<file path="config.mk">
export PLATFORM = sky130hd
export DESIGN_NAME = points_counter
export DESIGN_NICKNAME = d
export VERILOG_FILES = /design/src/rtl/snake_pkg.sv /design/src/rtl/lfsr16.sv /design/src/rtl/points_counter.sv
export SDC_FILE = /design/constraint.sdc
export NUM_CORES = 1
export LEC_CHECK = 0
export ABC_CLOCK_PERIOD_IN_PS = 7230
export BUFFER_PORTS_ARGS = -buffer_cell sky130_fd_sc_hd__buf_2
export CAP_MARGIN = 40
export CORE_UTILIZATION = 42
export DETAILED_ROUTE_END_ITERATION = 7
export GPL_TIMING_DRIVEN = 0
export MAX_ROUTING_LAYER = met4
export PLACE_DENSITY = 0.68
export SYNTH_ARGS = -nofsm -noshare
export SYNTH_HDL_FRONTEND = slang
export SYNTH_SLANG_ARGS = --single-unit
</file>
<file path="constraint.sdc">
create_clock -name clk -period 7.23 [get_ports clk]
set_input_delay 0.723 -clock clk [delete_from_list [all_inputs] [get_ports clk]]
set_output_delay 0.723 -clock clk [all_outputs]
set_load 0.02 [all_outputs]
</file>
<file path="src/rtl/snake_pkg.sv">
// Shared definitions for the snake game: FSM states, playfield limits, apple size,
// score width and small geometry helpers used by the points counter and its neighbours.
package snake_pkg;

  typedef enum logic [1:0] {
    StArmed,
    StHit,
    StRespawn,
    StWon
  } state_e;

  localparam int unsigned SCREEN_W    = 1280;
  localparam int unsigned SCREEN_H    = 1024;
  localparam int unsigned APPLE_SIZE  = 32;
  // The apple must fit entirely on screen, and the top band is reserved for the scoreboard.
  localparam int unsigned FIELD_X_MAX = SCREEN_W - APPLE_SIZE;
  localparam int unsigned FIELD_Y_MIN = 2 * APPLE_SIZE;
  localparam int unsigned FIELD_Y_MAX = SCREEN_H - APPLE_SIZE;
  localparam int unsigned POINTS_W    = 6;
  localparam int unsigned COORD_W     = 11;

  // Two boxes of edge `size` overlap when both axis distances are below `size`.
  // Differences are taken as 12-bit signed so no unsigned wrap can fake a hit.
  function automatic logic box_overlap(input logic [COORD_W-1:0] ax,
                                       input logic [COORD_W-1:0] ay,
                                       input logic [COORD_W-1:0] bx,
                                       input logic [COORD_W-1:0] by,
                                       input int unsigned        size);
    logic signed [COORD_W:0] dx;
    logic signed [COORD_W:0] dy;
    logic        [COORD_W:0] adx;
    logic        [COORD_W:0] ady;
    dx  = $signed({1'b0, ax}) - $signed({1'b0, bx});
    dy  = $signed({1'b0, ay}) - $signed({1'b0, by});
    adx = dx[COORD_W] ? $unsigned(-dx) : $unsigned(dx);
    ady = dy[COORD_W] ? $unsigned(-dy) : $unsigned(dy);
    return (32'(adx) < size) && (32'(ady) < size);
  endfunction

  // Legal apple placement region inside the playfield.
  function automatic logic in_field(input logic [COORD_W-1:0] x,
                                    input logic [COORD_W-1:0] y);
    return (32'(x) <= FIELD_X_MAX) && (32'(y) >= FIELD_Y_MIN) && (32'(y) <= FIELD_Y_MAX);
  endfunction

endpackage

</file>
<file path="src/rtl/lfsr16.sv">
// Free-running 16-bit Galois LFSR (taps 16'hB400), loaded with `seed` on reset.
module lfsr16 (
  input  logic        clk,
  input  logic        rst,
  input  logic [15:0] seed,
  output logic [15:0] q
);

  logic [15:0] lfsr_q;
  logic [15:0] lfsr_d;

  // Shift right, folding the dropped bit back in through the tap mask.
  always_comb begin
    lfsr_d = {1'b0, lfsr_q[15:1]} ^ (lfsr_q[0] ? 16'hB400 : 16'h0000);
  end

  // State register with synchronous reload of the seed.
  always_ff @(posedge clk) begin
    if (rst) begin
      lfsr_q <= seed;
    end else begin
      lfsr_q <= lfsr_d;
    end
  end

  assign q = lfsr_q;

endmodule

</file>
<file path="src/rtl/points_counter.sv">
// Score keeper for the snake game: detects the head eating the apple once per frame,
// counts points up to a win threshold and respawns the apple at a pseudo-random spot.
module points_counter #(
  parameter int unsigned MAX_POINTS   = 16,
  parameter int unsigned APPLE_SIZE   = snake_pkg::APPLE_SIZE,
  parameter int unsigned APPLE_INIT_X = 640,
  parameter int unsigned APPLE_INIT_Y = 512,
  parameter logic [15:0] LFSR_SEED    = 16'hACE1
) (
  input  logic                             clk,
  input  logic                             rst,
  input  logic                             game_en,
  input  logic                             frame_tick,
  input  logic [snake_pkg::COORD_W-1:0]    head_x,
  input  logic [snake_pkg::COORD_W-1:0]    head_y,
  output logic [snake_pkg::COORD_W-1:0]    apple_x,
  output logic [snake_pkg::COORD_W-1:0]    apple_y,
  output logic [snake_pkg::POINTS_W-1:0]   points,
  output logic                             eat_pulse,
  output logic                             game_won
);

  import snake_pkg::*;

  localparam int unsigned             MaxRetries = 16;
  localparam logic [POINTS_W-1:0]     MaxPts     = POINTS_W'(MAX_POINTS);
  localparam logic [COORD_W-1:0]      InitX      = COORD_W'(APPLE_INIT_X);
  localparam logic [COORD_W-1:0]      InitY      = COORD_W'(APPLE_INIT_Y);
  localparam logic [3:0]              LastRetry  = 4'(MaxRetries - 1);

  state_e              state_q, state_d;
  logic [POINTS_W-1:0] points_q, points_d;
  logic                eat_q, eat_d;
  logic                won_q, won_d;
  logic [COORD_W-1:0]  apple_x_q, apple_x_d;
  logic [COORD_W-1:0]  apple_y_q, apple_y_d;
  logic [3:0]          retry_q, retry_d;

  logic [15:0]         lfsr_val;
  logic [COORD_W-1:0]  cand_x;
  logic [COORD_W-1:0]  cand_y;
  logic                head_on_apple;
  logic                cand_ok;
  logic [POINTS_W-1:0] points_inc;

  lfsr16 u_lfsr (
    .clk  (clk),
    .rst  (rst),
    .seed (LFSR_SEED),
    .q    (lfsr_val)
  );

  // Candidate position and acceptance tests derived from the current LFSR state.
  always_comb begin
    cand_x        = lfsr_val[10:0];
    cand_y        = {1'b0, lfsr_val[15:6]};
    head_on_apple = box_overlap(head_x, head_y, apple_x_q, apple_y_q, APPLE_SIZE);
    cand_ok       = in_field(cand_x, cand_y) &&
                    !box_overlap(head_x, head_y, cand_x, cand_y, APPLE_SIZE);
    points_inc    = (points_q >= MaxPts) ? points_q : points_q + 1'b1;
  end

  // Next-state and registered-output logic for the eat / respawn FSM.
  always_comb begin
    state_d   = state_q;
    points_d  = points_q;
    eat_d     = 1'b0;
    won_d     = won_q;
    apple_x_d = apple_x_q;
    apple_y_d = apple_y_q;
    retry_d   = retry_q;
    unique case (state_q)
      StArmed: begin
        if (frame_tick && game_en && head_on_apple) begin
          state_d = StHit;
        end
      end
      StHit: begin
        points_d = points_inc;
        eat_d    = 1'b1;
        retry_d  = '0;
        if (points_inc == MaxPts) begin
          state_d = StWon;
          won_d   = 1'b1;
        end else begin
          state_d = StRespawn;
        end
      end
      StRespawn: begin
        if (cand_ok) begin
          apple_x_d = cand_x;
          apple_y_d = cand_y;
          retry_d   = '0;
          state_d   = StArmed;
        end else if (retry_q == LastRetry) begin
          // Give up on random placement; the fallback spot skips the head check.
          apple_x_d = InitX;
          apple_y_d = InitY;
          retry_d   = '0;
          state_d   = StArmed;
        end else begin
          retry_d = retry_q + 4'd1;
        end
      end
      StWon: begin
        state_d = StWon;
      end
      default: begin
        state_d = StArmed;
      end
    endcase
  end

  // State registers; reset wins over every in-flight event.
  always_ff @(posedge clk) begin
    if (rst) begin
      state_q   <= StArmed;
      points_q  <= '0;
      eat_q     <= 1'b0;
      won_q     <= 1'b0;
      apple_x_q <= InitX;
      apple_y_q <= InitY;
      retry_q   <= '0;
    end else begin
      state_q   <= state_d;
      points_q  <= points_d;
      eat_q     <= eat_d;
      won_q     <= won_d;
      apple_x_q <= apple_x_d;
      apple_y_q <= apple_y_d;
      retry_q   <= retry_d;
    end
  end

  assign apple_x   = apple_x_q;
  assign apple_y   = apple_y_q;
  assign points    = points_q;
  assign eat_pulse = eat_q;
  assign game_won  = won_q;

endmodule
</file>
# ---- Word-level counts from Yosys, hierarchy flattened
# Index checks and enable logic that the tools add are counted.
dict set report word_totals {
  out_inout_bits 30
  elab_cells 67
  in_bits 26
  register_bits 52
}
dict set report classes {
  order_cmp 8
  eq_ne 7
  n_bitwise 1
  addsub 10
  n_reduce_logical 14
  muxes 19
}
# op count
set ops {}
lappend ops {{$lt 12x6->1 const B} 4}
lappend ops {{$mux 12} 4}
lappend ops {{$neg 12->12} 4}
lappend ops {{$mux 11} 4}
lappend ops {{$sub 11x11->12} 3}
lappend ops {{$mux 16} 1}
lappend ops {{$xor 15x16->16} 1}
lappend ops {{$sub 11x10->12} 1}
lappend ops {{$le 11x11->1 const B} 1}
lappend ops {{$ge 10x7->1 const B} 1}
lappend ops {{$le 10x10->1 const B} 1}
lappend ops {{$mux 4} 2}
lappend ops {{$pmux 2 s4} 1}
lappend ops {{$pmux 4 s2} 1}
lappend ops {{$logic_and 1x1->1} 7}
lappend ops {{$add 6x1->6 const B} 1}
lappend ops {{$eq 6x5->1 const B} 1}
lappend ops {{$ge 6x5->1 const B} 1}
lappend ops {{$mux 2} 3}
lappend ops {{$mux 6} 1}
lappend ops {{$reduce_and 2->1} 3}
lappend ops {{$add 4x1->4 const B} 1}
lappend ops {{$eq 2x2->1 const B} 2}
lappend ops {{$eq 4x4->1 const B} 1}
lappend ops {{7 further kinds} 9}

# ---- Logic depth before layout (Yosys ltp)
# Gate-level depths: netlist of run 1.
dict set report logic_depth {
  word_depth 9
  ltp_mapped 15
  ltp_nobuf 13
}

# ---- Hierarchy
# Synthesis of run 1 repeated with hierarchy kept, for this count alone.
dict set report unflattened {
  hier_cells 565
  area_unflattened_um2 4737.0
}
# module area_per_inst_um2 seq_area_each_um2 instances cells_each
set by_module_without_submodules {}
lappend by_module_without_submodules {points_counter 4176.5 640.6 1 525}
lappend by_module_without_submodules {lfsr16 560.5 320.3 1 40}

# ---- Worst setup path after synthesis of run 1
# OpenSTA, ideal clock, no wires.
dict set report synth_path {
  path_kind {input port to flip-flop}
  startpoint {input head_y[0] in the netlist's numbering}
  endpoint {register state_q[1]}
  setup_ps 70
  slack_ps 3547
  stages 13
  arrival_time_ps 3613
  cell_sequence {inv_1 > ha_1 > fa_1 > nand2b_1 > a21o_1 > nand2_1 > a31oi_1 > xnor2_1 > nor4b_1 > a2111o_1 > o41a_1 > or4_1 > a21oi_1}
}
dict set report synth_between {
  elab_chain_cells 9
  word_cells_on_any_way 18
  cone_classes {add/sub: 4; order compare: 2; eq/ne: 2; mux: 4; reduce/logical: 6}
}
# element line_no
set synth_rtl {}
lappend synth_rtl {{from (decl)} points_counter.sv:15} ;# input logic [snake_pkg::COORD_W-1:0] head_y,
lappend synth_rtl {{$sub 11x10->12} snake_pkg.sv:34} ;# dy = $signed({1'b0, ay}) - $signed({1'b0, by});
lappend synth_rtl {{$neg 12->12} snake_pkg.sv:36} ;# ady = dy[COORD_W] ? $unsigned(-dy) : $unsigned(dy);
lappend synth_rtl {{$mux 12} snake_pkg.sv:36}
lappend synth_rtl {{$lt 12x6->1} snake_pkg.sv:37} ;# return (32'(adx) < size) && (32'(ady) < size);
lappend synth_rtl {{$logic_and 1x1->1} snake_pkg.sv:37}
lappend synth_rtl {{$logic_not 1->1} points_counter.sv:59} ;# !box_overlap(head_x, head_y, cand_x, cand_y, APPLE_SIZE);
lappend synth_rtl {{$logic_and 1x1->1} points_counter.sv:58} ;# cand_ok = in_field(cand_x, cand_y) &&
lappend synth_rtl {{$mux 2 or $ne 3x3->1 (tied branches)} --}
lappend synth_rtl {{$pmux 2 s4 or $reduce_and 2->1 (tied branches)} --}
lappend synth_rtl {{to (signal assigned)} points_counter.sv:117} ;# state_q <= StArmed;
lappend synth_rtl {{to (signal assigned)} points_counter.sv:125} ;# state_q <= state_d;
lappend synth_rtl {{to (decl)} points_counter.sv:31} ;# state_e state_q, state_d;
# Several ways; a longest one is shown, not always the timed one.
# A chain may end at the register's enable or synchronous reset.

# ---- Final worst setup path of run 1
dict set report layout_path {
  startpoint {input head_x[0] in the netlist's numbering}
  endpoint {register apple_x_q[1] (netlist: apple_x[1])}
}
dict set report layout_between {
  elab_chain_cells 9
  word_cells_on_any_way 10
  cone_classes {add/sub: 2; order compare: 1; mux: 2; reduce/logical: 5}
}
# element line_no
set layout_rtl {}
lappend layout_rtl {{from (decl)} points_counter.sv:14} ;# input logic [snake_pkg::COORD_W-1:0] head_x,
lappend layout_rtl {{$sub 11x11->12 *} snake_pkg.sv:33} ;# dx = $signed({1'b0, ax}) - $signed({1'b0, bx});
lappend layout_rtl {{$neg 12->12} snake_pkg.sv:35} ;# adx = dx[COORD_W] ? $unsigned(-dx) : $unsigned(dx);
lappend layout_rtl {{$mux 12 *} snake_pkg.sv:35}
lappend layout_rtl {{$lt 12x6->1 *} snake_pkg.sv:37}
lappend layout_rtl {{$logic_and 1x1->1 *} snake_pkg.sv:37}
lappend layout_rtl {{$logic_not 1->1 *} points_counter.sv:59}
lappend layout_rtl {{$logic_and 1x1->1 *} points_counter.sv:58}
lappend layout_rtl {{$reduce_bool 2->1 (no source line)} --}
lappend layout_rtl {{$reduce_and 2->1 (no source line)} --}
lappend layout_rtl {{to (signal assigned)} points_counter.sv:121} ;# apple_x_q <= InitX;
lappend layout_rtl {{to (signal assigned)} points_counter.sv:129} ;# apple_x_q <= apple_x_d;
lappend layout_rtl {{to (decl)} points_counter.sv:35} ;# logic [COORD_W-1:0] apple_x_q, apple_x_d;
# Every way passes the cells marked *; elsewhere a longest branch is shown, timed or not.

==> impl_results.md, run 1 <==
- FMAX: 0.234 GHz
- #FFs+latches synth: 48
- CTS resizes: 0
- Post-layout instance area: about 0.0051 sq mm
- Die Area: 0.0113 sq mm
- Setup crit start: head_x[0]
- Drt wl/cell: 15.5 um
- R2R depth: 14
- Critical path fanouts, max: 10
- Worst-Margin Slew: 838 ps
- Nature of the critical path endpoint: flip-flop
- Post-DR vias/cell: 5.81
- Die Y: roughly 110 um
- Initial antenna violation count: 0
- All-Layer GR Usage: 22.8%
- Vias in the first global route: 4321
- Total iterations of the first detailed-routing run: 4
- Clock Tree Buf Depth: 2
- Syn Inst Count: 581
- Fin nets: a little over 700
- Chip Width: 106 um
- TNS Setup: 0 ps
- XOR/XNOR Fraction of Synth Area: 4.60%
- CTS tree: built
- Internal power: approximately 520 uW
- Max-slew violation total from the final report: 0
- Cell Area, Synth: 0.00457 sq mm
- Overflow left after global routing: 0
- Initial core utilization: 43.9%
- Max_slew headroom: between 40% and 50%
- Post-Route Utilization: slightly below 50%
- Multi-input gate area: 0.00333 sq mm
- P_sw: 262 uW
- Switching power share of the total: 33.5%
- IO buf count: 54
- Max rail drop VDD: 0.000107 V
- Worst min path class: flip-flop to flip-flop
- Period utilisation layout: 59.2%
- Rows: 37
- Worst setup SP type: input pin
- Worst Path Arrival: 4520 ps
- Overall power: between 700 and 800 uW
- Post-synthesis adder-cell area fraction: 15.2%
- First-pass GRT wire length: 20500 um
- Critical path class: input pin to flip-flop
- Fillers: 1024
- Final setup fails: 0
- Synth cell types: 74
- H-tree levels: 2
- Seq/Total Area, Yosys: between 20% and 30%
- Leakage: 0.00221 uW
- Power Density: 152 mW/mm^2
- RR Endpoint: apple_x[1]$_SDFFE_PP0P_
- Critical Path RT: between 7000 and 8000 ps
- Hold Fails Final Rpt: 0
- Reg-to-reg slack, setup: 3000 ps
- Dpl cell area: around 0.005 sq mm
- Top cells by count, synth: 62 x nor2_1, 51 x inv_1, 49 x ha_1, 48 x dfxtp_1, 32 x nand2_1
- DRC: 0
- Postcts setup bufs: 0
- Ant diodes: 0
- Worst skew pair latency: 300 ps
- Post-route minimum period: between 4000 and 5000 ps
- Multiplexer area fraction after synthesis: 1.97%
- Sequential power share: 36.2%
- Final WL: between 10000 and 15000 um
- RSZ-0062 raised after global routing: false
- Antenna Violating Nets Remaining: 0
- Max_cap viols: 0
- Area taken by flip-flops and latches: about 960 sq um
- Top-count cell post-synth: nor2_1
- Dpl ws: between 2000 and 3000 ps
- Compound-Gate Fraction of Synth Area: 24.2%
- CTS buffer count: 5
- Logic pwr share: roughly a third
- Outcome: finished, final reports clean
- Crit path to: apple_x[1]$_SDFFE_PP0P_
- Largest net degree at the start of global routing: 17
- RePlAce Congestion: between 0.9 and 1
- Share of layout cells above drive strength 1: between 10% and 20%
- Clk sinks: 48
- Synth area leaders: dfxtp_1 21%, ha_1 13%, nor2_1 5.1%, inv_1 4.2%, a21oi_1 3.4%
- Post-detail-place hpwl: 9710 um
- Syn-to-layout area delta: 12.7%
- DR iter-0 viols: 284
- Number of flops mapped to enable cells by yosys: 0
- YS warnings: 0
- Core area: roughly 0.010 sq mm
- Synth Area in Simple Gates: a little over a quarter
- Via count: 4531
- Post-synth ARST share: 0%
- Critical R2R Launch: u_lfsr.q[7]$_SDFF_PP1_
- Yosys top cell by area: dfxtp_1
- Clock power share: 29.9%
- CTS root buf: clkbuf_8
- Main combinational cell family by area after synthesis: simple AND/OR/NAND/NOR gates
- Post-layout worst setup margin: ~2900 ps
- Io pins: 56
- Worst-path clk slew: 90 ps
- Synth Flop Type: dfxtp_1
- Mean Syn Cell Area: 7.86 sq um
- Synth top area share: about a fifth
- Clock skew: 7.77 ps
- Hold buffer count at CTS: 0
- Syn nets: 660
worst min-delay path by stage:
stage                                  from                      end  cells past startpoint  slack, ps
global placement    retry_q[3]$_SDFFE_PP0P_  retry_q[3]$_SDFFE_PP0P_                      2        450
global route        retry_q[3]$_SDFFE_PP0P_  retry_q[3]$_SDFFE_PP0P_                      2        530
finish              retry_q[3]$_SDFFE_PP0P_  retry_q[3]$_SDFFE_PP0P_                      2        480
CTS                 retry_q[3]$_SDFFE_PP0P_  retry_q[3]$_SDFFE_PP0P_                      2        480
floorplan           retry_q[3]$_SDFFE_PP0P_  retry_q[3]$_SDFFE_PP0P_                      2        440
detailed placement  retry_q[3]$_SDFFE_PP0P_  retry_q[3]$_SDFFE_PP0P_                      2        470
flip-flops by register name, summed over array words and instances, names as in the netlist:
| register | flops |
|---|---|
| state_q | 2 |
| retry_q | 4 |
| points | 6 |
| eat_pulse | 1 |
| u_lfsr.q | 16 |
| game_won | 1 |
| apple_y | 8 |
| apple_x | 10 |
power groups by stage:
stage / Sequential (uW) / Combinational, uW / Clock, uW
floorplan: 288 / 199 / 0
global placement: 289 / 251 / 0
detailed placement: 290 / 259 / 0
CTS: 283 / 261 / 236
global route: 285 / 297 / 249
finish: 284 / 265 / 234
stage by stage:
step / hold slack [ps] / cells
2_1_floorplan: 441 / 581
3_3_place_gp: 451 / 771
3_5_place_dp: 465 / 772
4_1_cts: 481 / 780
5_1_grt: 525 / 780
6_report: 483 / 780
cell families after synthesis:
| kind of cell | count (synthesis) |
|---|---|
| xor+xnor | 24 |
| buf+inv | 70 |
| fa+ha+maj | 53 |
| simple gates | 223 |
| flops | 48 |
| mux | 9 |
| compound gates | 153 |
| other cells | 1 |
cell usage in the layout (no fill, tap or decap), types with 5 or more instances in the layout:
cell	count
nor2b_1	11
nand2_1	32
a21o_1	12
nor4_1	9
xnor2_1	13
buf_2	57
a22oi_1	18
clkbuf_1	12
inv_1	51
xor2_1	11
dfxtp_1	48
nor2_1	62
a31oi_1	7
nor3_1	11
mux2i_1	9
nor4b_1	5
nand4_1	7
ha_1	49
a211oi_1	10
nand3b_1	5
or2_2	7
clkbuf_8	5
o21ai_0	17
a21oi_1	31
nand3_1	18
o211ai_1	8
nand2b_1	18
worst max-delay path: stages:
cell,delay (ps)
buf_2,70
inv_1,50
ha_1,220
fa_1,390
nand2b_1,230
a2111oi_0,420
buf_1,200
a211oi_1,100
and4_1,230
o211ai_1,170
a32oi_1,280
a21oi_1,740
clkbuf_1,450
a22oi_1,120
nor2_1,120
cell type report:
class / count / share of cell area, %
clock inverters: 3 / 1.34
well taps: 136 / 3.30
multi-input cells: 463 / 64.6
flip-flops and latches: 48 / 18.7
repair buffers: 55 / 5.32
clock buffers: 5 / 1.34
plain buffers: 19 / 1.75
inverters: 51 / 3.72
per-layer routing:
| metal | track usage [%] | up-vias | part of all wire [%] |
|---|---|---|---|
| met5 | - | - | 0 |
| met4 | 4.37 | 0 | 1.3 |
| met3 | 2.58 | 17 | 4.6 |
| met2 | 37.2 | 130 | 46 |
| met1 | 30.5 | 2119 | 48 |
| li1 | - | 2265 | - |
Power figures use the tool's default switching activity.
==> run 2, diff against run 1 <==
- ABC_CLOCK_PERIOD_IN_PS: 7230 -> 4380
- clock period: 7.23 -> 4.38 ns (I/O delays scaled with it)
==> run 2 against run 1 <==
Non-clock buffer count did not move. Global-route usage did not move. Cell count did not move. Sequential share of layout area fell by 0.059 points. Core utilization rose by 0.16 points. First-iteration DRC count fell by 1.1%. Sequential power rose by 65%. Combinational power rose by 66%. Register-to-register slack got worse by 2600 ps. Critical endpoint unchanged. Largest cell class unchanged. Largest power group unchanged. Highest routed layer unchanged.
==> impl_results.md, run 2 (synthesis results as in run 1) <==
- Dpl ws: 88.3 ps
- Nature of the critical path endpoint: flip-flop
- DR iter-0 viols: around 280
- Final WL: between 10000 and 15000 um
- Placed Instances: between 700 and 800
- Max_cap viols: 0
- Max-slew violation total from the final report: 0
- Clk sinks: 48
- Worst min path class: flip-flop to flip-flop
- Via count: 4527
- Chip Width: 106 um
- Total iterations of the first detailed-routing run: 5
- Leakage: 0.00221 uW
- Fillers: approximately 1000
- Hold depth: 2
- Period utilisation layout: 91.2%
- Hold buffer count at CTS: 0
- Commonest non-fill, non-tap cell in the layout: nor2_1
- CP peak stage delay: about 480 ps
- IO buf count: between 50 and 60
- Core area: roughly 0.010 sq mm
- Initial antenna violation count: 0
- RR Endpoint: apple_x[1]$_SDFFE_PP0P_
- Area taken by flip-flops and latches: 961 sq um
- Hold Fails Final Rpt: 0
- Die Area: 0.0113 sq mm
- Die Y: 106 um
- Fin nets: 722
- Antenna Violating Nets Remaining: 0
- Dpl cell area: 0.00501 sq mm
- CTS buffer count: 5
- Outcome: finished, final reports clean
- CTS root buf: clkbuf_8
- FMAX: 0.250 GHz
- Worst skew pair latency: 300 ps
- Worst-Margin Slew: about 610 ps
- Ant diodes: 0
- Syn-to-layout area delta: 13.1%
- Power Density: between 200 and 300 mW/mm^2
- Largest net degree at the start of global routing: 17
- Hold path start: retry_q[3]$_SDFFE_PP0P_
- RSZ-0062 raised after global routing: false
- Most frequent cells in the layout: 62 x nor2_1, 57 x buf_2, 51 x inv_1, 49 x ha_1, 48 x dfxtp_1
- Overflow left after global routing: 0
- Io pins: 56
- CTS tree: built
- Post-DR vias/cell: 5.80
- Worst Path Arrival: 4240 ps
- Critical Path RT: 4620 ps
- Critical path class: flip-flop to flip-flop
- Postcts setup bufs: 0
- Critical path fanouts, max: 10
- Rows: 37
- CTS resizes: 0
- Post-layout worst setup margin: slightly below 400 ps
- Worst setup SP type: flip-flop
- Post-layout instance area: 0.00517 sq mm
- Max reg flops: 16
- Post-Layout Cell Count: around 800
- Reg-to-reg slack, setup: 380 ps
- RePlAce Congestion: roughly 0.90
- Clock Tree Buf Depth: 2
- Worst hold endpoint: retry_q[3]$_SDFFE_PP0P_
- TNS Setup: 0 ps
- First-pass GRT wire length: 20500 um
- Critical R2R Launch: u_lfsr.q[7]$_SDFF_PP1_
- Post-Route Utilization: 49.6%
- Slowest-stage cell, CP: dfxtp_1
- R2R depth: 14
- Post-detail-place hpwl: 9710 um
- Initial core utilization: 43.9%
- Post-route minimum period: approximately 4000 ps
- Max rail drop VDD: between 0.00015 and 0.0002 V
- Share of layout cells above drive strength 1: 14.4%
- Max_slew headroom: 59.2%
- Worst-path clk slew: about 90 ps
- Final setup fails: 0
- All-Layer GR Usage: 22.8%
- Vias in the first global route: 4321
- H-tree levels: 2
- Multi-input gate area: ~0.0033 sq mm
- Cell Chain, Critical Path: inv_1 -> ha_1 -> clkbuf_1 -> nand4_1 -> a2111oi_0 -> buf_1 -> a211o_1 -> o31ai_1 -> a311oi_1 -> a32oi_2 -> a21oi_2 -> clkbuf_1 -> a22oi_1 -> nor2_1
- DRC: 0
- Most used cell, CP: clkbuf_1
- Drt wl/cell: 15.6 um
- Clock skew: 7.64 ps
[run 2: cell counts in the layout (fill, tap and decap cells not counted)]
No cell type changed its count.
[run 2: how the worst max path moves through the flow]
stage               slack (ps)               startpoint                      end
floorplan                  880  apple_y[4]$_SDFFE_PP0P_  state_q[1]$_SDFFE_PP0P_
global placement          -160                head_x[0]  apple_x[2]$_SDFFE_PP0P_
detailed placement          90                head_x[4]  apple_y[8]$_SDFFE_PP0P_
CTS                        220   u_lfsr.q[1]$_SDFF_PP0_  apple_y[6]$_SDFFE_PP0P_
global route                20   u_lfsr.q[7]$_SDFF_PP1_  apple_y[8]$_SDFFE_PP0P_
finish                     380   u_lfsr.q[7]$_SDFF_PP1_  apple_x[1]$_SDFFE_PP0P_
[run 2: where the power goes]
group,leakage (uW),switching [uW],internal [uW]
combinational,0.00175,261,180
sequential,0.000391,17.8,450
clock,0.0000687,155,230
[run 2: worst max-delay path, delay by kind of cell (launching register included)]
| family | cells | cell delay, ps |
|---|---|---|
| buf+inv | 4 | 1090 |
| flops | 1 | 480 |
| compound gates | 7 | 1750 |
| fa+ha+maj | 1 | 290 |
| simple gates | 2 | 310 |
[run 2: final cells by class]
class,count,area share [%]
Buffer,19,1.74
Clock buffer,5,1.33
Clock inverter,3,1.33
Inverter,51,3.71
Multi-Input combinational cell,463,64.7
Sequential cell,48,18.6
Tap cell,136,3.29
Timing Repair Buffer,55,5.30
[run 2: routing by layer]
layer / share of wire (%) / up-vias / global-route usage (%) / wire (um)
met3: 4.7 / 17 / 2.58 / 575
met2: 46 / 133 / 37.2 / 5600
li1: - / 2261 / - / -
met1: 48 / 2116 / 30.5 / 5830
met4: 1.1 / 0 / 4.37 / 134
met5: 0 / - / - / 0
[run 2: per-stage QoR]
stage | hold WS [ps] | power, uW
3_5_place_dp | 465 | 906
2_1_floorplan | 441 | 804
5_1_grt | 525 | 1370
3_3_place_gp | 451 | 892
6_report | 484 | 1290
4_1_cts | 481 | 1290
